--- src/rtl/event_pkg.sv ---
// event_pkg: shared state type, default widths and saturating increment for the event discriminator
package event_pkg;
  localparam int DEF_DATA_W = 16;
  localparam int DEF_CNT_W = 16;
  typedef enum logic [1:0] {BELOW, QUAL, ABOVE, HOLDOFF} state_t;
  function automatic logic [31:0] sat_inc(input logic [31:0] v, input logic [31:0] max);
    return v >= max ? max : v + 32'd1;
  endfunction
endpackage

--- src/rtl/event_holdoff_timer.sv ---
// event_holdoff_timer: loadable down-counter flagging when the dead time has elapsed
module event_holdoff_timer import event_pkg::*; #(
  parameter int CNT_W = DEF_CNT_W
) (
  input  logic             clk,
  input  logic             reset,
  input  logic             clr,
  input  logic             load,
  input  logic [CNT_W-1:0] load_val,
  input  logic             run,
  output logic             done
);
  logic [CNT_W-1:0] cnt;
  // clear wins, then load, then count down to zero while running
  always_ff @(posedge clk or posedge reset)
    if (reset) cnt <= '0;
    else cnt <= clr ? '0 : load ? load_val : (run && cnt != '0) ? cnt - 1'b1 : cnt;
  assign done = cnt == '0;
endmodule

--- src/rtl/event_discriminator.sv ---
// event_discriminator: threshold/hysteresis/width-qualified event strobes with holdoff and missed counting
module event_discriminator import event_pkg::*; #(
  parameter int DATA_W = DEF_DATA_W,
  parameter int CNT_W = DEF_CNT_W
) (
  input  logic              clk,
  input  logic              reset,
  input  logic [DATA_W-1:0] sample_in,
  input  logic [DATA_W-1:0] threshold,
  input  logic [DATA_W-1:0] hysteresis,
  input  logic [CNT_W-1:0]  min_width,
  input  logic [CNT_W-1:0]  holdoff,
  input  logic              edge_sel,
  input  logic              enable,
  input  logic              clear,
  output logic              event_strobe,
  output logic              event_level,
  output logic [CNT_W-1:0]  missed_count
);
  localparam logic [CNT_W-1:0] CNT_MAX = '1;
  state_t state, state_n;
  logic [DATA_W-1:0] s_q;
  logic [CNT_W-1:0] wcnt, wnext;
  logic signed [DATA_W+1:0] lower;
  logic hi, lo, hi_q, qual_done, strobe_n, load, done, rise;
  // lower level is two bits wider so a deep hysteresis below the most negative sample disables lo
  assign lower = $signed({{2{threshold[DATA_W-1]}}, threshold}) - $signed({2'b00, hysteresis});
  assign hi = $signed(s_q) >= $signed(threshold);
  assign lo = $signed({{2{s_q[DATA_W-1]}}, s_q}) < lower;
  assign wnext = wcnt + 1'b1;
  assign qual_done = hi && ((state == BELOW && min_width == '0) || (state == QUAL && wnext >= min_width));
  assign rise = state == HOLDOFF && hi && !hi_q;
  assign event_level = state == ABOVE;
  event_holdoff_timer #(.CNT_W(CNT_W)) u_timer (
    .clk(clk),
    .reset(reset),
    .clr(!enable),
    .load(load),
    .load_val(holdoff),
    .run(state == HOLDOFF),
    .done(done)
  );
  // state register
  always_ff @(posedge clk or posedge reset)
    if (reset) state <= BELOW;
    else state <= state_n;
  // next state: qualification, arming, dead time
  always_comb begin
    state_n = state;
    if (!enable) state_n = BELOW;
    else
      case (state)
        BELOW:   if (hi) state_n = qual_done ? (edge_sel ? ABOVE : HOLDOFF) : QUAL;
        QUAL:    if (!hi) state_n = BELOW;
                 else if (qual_done) state_n = edge_sel ? ABOVE : HOLDOFF;
        ABOVE:   if (lo) state_n = edge_sel ? HOLDOFF : BELOW;
        HOLDOFF: if (done) state_n = hi ? ABOVE : BELOW;
        default: state_n = BELOW;
      endcase
  end
  // outputs: strobe on the selected crossing, timer load on holdoff entry
  always_comb begin
    strobe_n = enable && ((qual_done && !edge_sel) || (state == ABOVE && lo && edge_sel));
    load = state != HOLDOFF && state_n == HOLDOFF;
  end
  // sample register, width counter, registered strobe and missed counter
  always_ff @(posedge clk or posedge reset)
    if (reset) begin
      s_q <= '0;
      hi_q <= 1'b0;
      wcnt <= '0;
      event_strobe <= 1'b0;
      missed_count <= '0;
    end else begin
      s_q <= sample_in;
      hi_q <= hi;
      wcnt <= (enable && state == QUAL && hi) ? wnext : '0;
      event_strobe <= strobe_n;
      missed_count <= clear ? '0 : rise ? CNT_W'(sat_inc(32'(missed_count), 32'(CNT_MAX))) : missed_count;
    end
endmodule

--- config.mk ---
export PLATFORM = sky130hd
export DESIGN_NAME = event_discriminator
export DESIGN_NICKNAME = d
export VERILOG_FILES = /design/src/rtl/event_pkg.sv /design/src/rtl/event_holdoff_timer.sv /design/src/rtl/event_discriminator.sv
export SDC_FILE = /design/constraint.sdc
export NUM_CORES = 1
export LEC_CHECK = 0
export BUFFER_PORTS_ARGS = -buffer_cell sky130_fd_sc_hd__buf_4
export CAP_MARGIN = 20
export CELL_PAD_IN_SITES_DETAIL_PLACEMENT = 0
export CELL_PAD_IN_SITES_GLOBAL_PLACEMENT = 1
export CORE_ASPECT_RATIO = 0.6
export CORE_MARGIN = 4
export CORE_UTILIZATION = 40
export CTS_CLUSTER_DIAMETER = 200
export DETAILED_ROUTE_END_ITERATION = 10
export PLACE_DENSITY_LB_ADDON = 0.25
export SLEW_MARGIN = 20
export SYNTH_ARGS = -nofsm -noshare
export SYNTH_HDL_FRONTEND = slang
export SYNTH_SLANG_ARGS = --single-unit
--- constraint.sdc ---
create_clock -name clk -period 5.85 [get_ports clk]
set_clock_uncertainty 0.15 [all_clocks]
set_input_delay 1.17 -clock clk [delete_from_list [all_inputs] [get_ports clk]]
set_output_delay 1.17 -clock clk [all_outputs]
set_load 0.01 [all_outputs]
==> run metrics <==
number of synthesized flops with an enable pin 0; Die Area 15150 sq um; list of most frequent post-synthesis cells inv_1 (77), ha_1 (70), dfrtp_1 (68), nand2_1 (44), a21oi_1 (35); CTS tree yes; max-cap viol count 0; H-tree depth 3; top_reg_cell synth dfrtp_1; power density cells 215.2 nW/um^2; initial core utilization 41.03%; CP most frequent cell o211ai_1; Clk pwr share 47.4%; NumNets Final 851; Die X-Extent 156.2 um; Post-DP Area 6242 sq um; pins over their slew limit 0; Synth async-reset ratio 100.0%; Seq/Total Area, Yosys 32.27%; share of the synthesized area in the top cell type 32.27%; Vias 4543; DRT iter0 DRCs 290; cells along the critical path buf_4 -> inv_1 -> ha_1 -> fa_1 -> nor2b_1 -> o31a_1 -> o211ai_1 -> a21oi_1 -> o31ai_1 -> o211ai_1 -> a21oi_1 -> xnor2_1 -> ha_1 -> or4b_1 -> a21oi_1 -> o22a_1 -> o21ai_1 -> o211ai_1 -> o22ai_1 -> o211ai_1 -> buf_12 -> mux2i_1; cell with the most instances after synthesis inv_1; NetSw 0.0003603 W; Area contributors post-synth dfrtp_1 (32%), ha_1 (17%), inv_1 (5.5%); Synth area leader dfrtp_1; first-pass GRT wire length 23440 um; antenna violations before repair 0; CP max stage delay 490 ps; hold_ws 395.5 ps; min Tclk post-route 5380 ps; Max VDD drop 0.1708 mV; DRC viols 0; Reg-to-Reg End u_timer.cnt[7]; Fill cells 1226; Critical Path Start threshold[0]; Finish-stage setup viols 0; instance count of the mapped netlist 587; CP max stage cell or4b_1; Syn Nets 743; Syn-to-layout area delta 25.29%; num rows 32; CTS Buf Count 9; Logic pwr share 18.5%; largest net degree at the start of global routing 69; worst hold start missed_count[11]; Ys Warns 0; total power 0.001422 W; clock transition at the registers of the reported paths 60 ps; worst skew pair latency 330 ps; chip height 96.94 um; RR Startpoint wcnt[0]; critical path data arrival time 5480 ps; IO Count 103; Avg WL per Cell 15.82 um; core area 12850 sq um; drt via density 5.222; Slew @ Worst Pin 901.3 ps; WS Path Type input pin to register; Worst Setup End Kind register; Ant. Diodes 0; Buffers on Ports 102; R2R setup slack 1920 ps; Post-CTS Resized 0; Cell variety after synth 62; DRT antenna net count 0; cell area after synthesis 5274 sq um; endpoints failing hold 0; Critical Path End u_timer.cnt[7]; setup bufs post-CTS 0; Max Clock Freq 0.1859 GHz; Crit Path Max Fanout 17; Max clock buf depth 2; P_int 0.001062 W; total congestion overflow 0; Post-Route WL 13760 um; synthesized area per cell 8.984 sq um; flops & latches, synth 68; vias in the first global route 4642; CP startpoint kind input pin; Switching Share 25.34%; Leak 3.476 nW; Tcrit/Tclk final 91.97%; DP HPWL 10850 um; fin area 6608 sq um; worst r2r path cells 15; setup TNS 0 ps; Req. time, crit path 5940 ps; RD Place Congestion 0.8879; Pre-antenna DRT Iters 5; layout cells sized above 1 19.43%; clock sinks 68; RSZ-0062 raised after global routing no; outcome completed; Slew HR 39.91%; cts hold-fix bufs 0; Worst Hold Class register to register; Total GRT Usage 18.81%; Seq pwr share 34.1%; Root Buffer clkbuf_16
-- area by class of cell --
class                   instances  area [sq um]  share of cell area [%]
clock buffers                  10         229.0                   3.465
clock inverters                 6         136.4                   2.064
inverters                      78         292.8                   4.431
multi-input cells             431          3219                   48.72
flip-flops and latches         68          1702                   25.75
well taps                     170         212.7                   3.219
repair buffers                107         815.8                   12.35
-- routing by layer --
| metal | wire length, um | track usage, % | vias up |
|---|---|---|---|
| li1 | - | - | 2271 |
| met1 | 7180 | 29.15 | 2147 |
| met2 | 5711 | 27.19 | 111 |
| met3 | 753 | 3.755 | 14 |
| met4 | 117 | 3.200 | 0 |
| met5 | 0 | 0 | - |
-- critical path, delay by kind of cell --
family                     cells  cell delay, ps
AOI/OAI and AO/OA             12            2450
adders and majority gates      3             590
and+or+nand+nor                2             560
buffers and inverters          3             390
muxes                          1             220
xor gates and xnor gates       1              90
-- how the worst min path moves through the flow --
stage                       end  slack (ps)  cells past startpoint
2_1_floorplan           wcnt[0]         320                      1
3_3_place_gp   missed_count[11]         360                      1
3_5_place_dp   missed_count[11]         380                      1
4_1_cts        missed_count[11]         390                      1
5_1_grt        missed_count[11]         420                      1
6_report       missed_count[11]         400                      1
-- cell families after synthesis --
family	Yosys count	synth area share, %
compound gates	119	15.11
xor+xnor	41	6.809
fa+ha+maj	71	16.99
buf+inv	88	6.690
flops	68	32.27
mux	16	3.037
simple gates	184	19.10
-- state kept, by name, indices dropped and copies added, names as in the netlist --
signal	count
event_strobe	1
missed_count	16
s_q	16
hi_q	1
u_timer.cnt	16
state	2
wcnt	16
-- metrics by stage --
| stage | std cells | util (%) | setup slack [ps] |
|---|---|---|---|
| floorplan | 587 | - | 700.9 |
| global placement | 854 | 48.57 | 394.1 |
| detailed placement | 854 | 48.57 | 190.7 |
| CTS | 870 | 51.41 | 494.7 |
| global route | 870 | 51.41 | 116.2 |
| finish | 870 | 51.41 | 469.6 |
-- power by group through the flow --
stage          clock (W)  sequential [W]  combinational (W)
4_1_cts         0.000688        0.000485           0.000263
3_3_place_gp           0        0.000494           0.000256
3_5_place_dp           0        0.000494           0.000261
2_1_floorplan          0        0.000491           0.000160
6_report        0.000674        0.000485           0.000263
5_1_grt         0.000711        0.000486           0.000302
-- cells in the final DEF, fill, tap and decap left out, types with 5 or more instances in the layout --
cell	instances
buf_4	106
inv_1	76
ha_1	70
dfrtp_1	68
nand2_1	44
a21oi_1	35
nor2_1	26
nor2b_1	24
xnor2_1	23
nand3_1	20
xor2_1	18
o21ai_0	16
mux2i_1	16
a311oi_1	12
and3_1	11
clkbuf_16	9
and2_1	8
nor3_1	8
nand4_1	7
a21o_1	7
o21a_1	7
nand2b_1	6
a211oi_1	6
o211ai_1	6
nor4_1	5
a31oi_1	5
(Power assumes the default switching activity.)
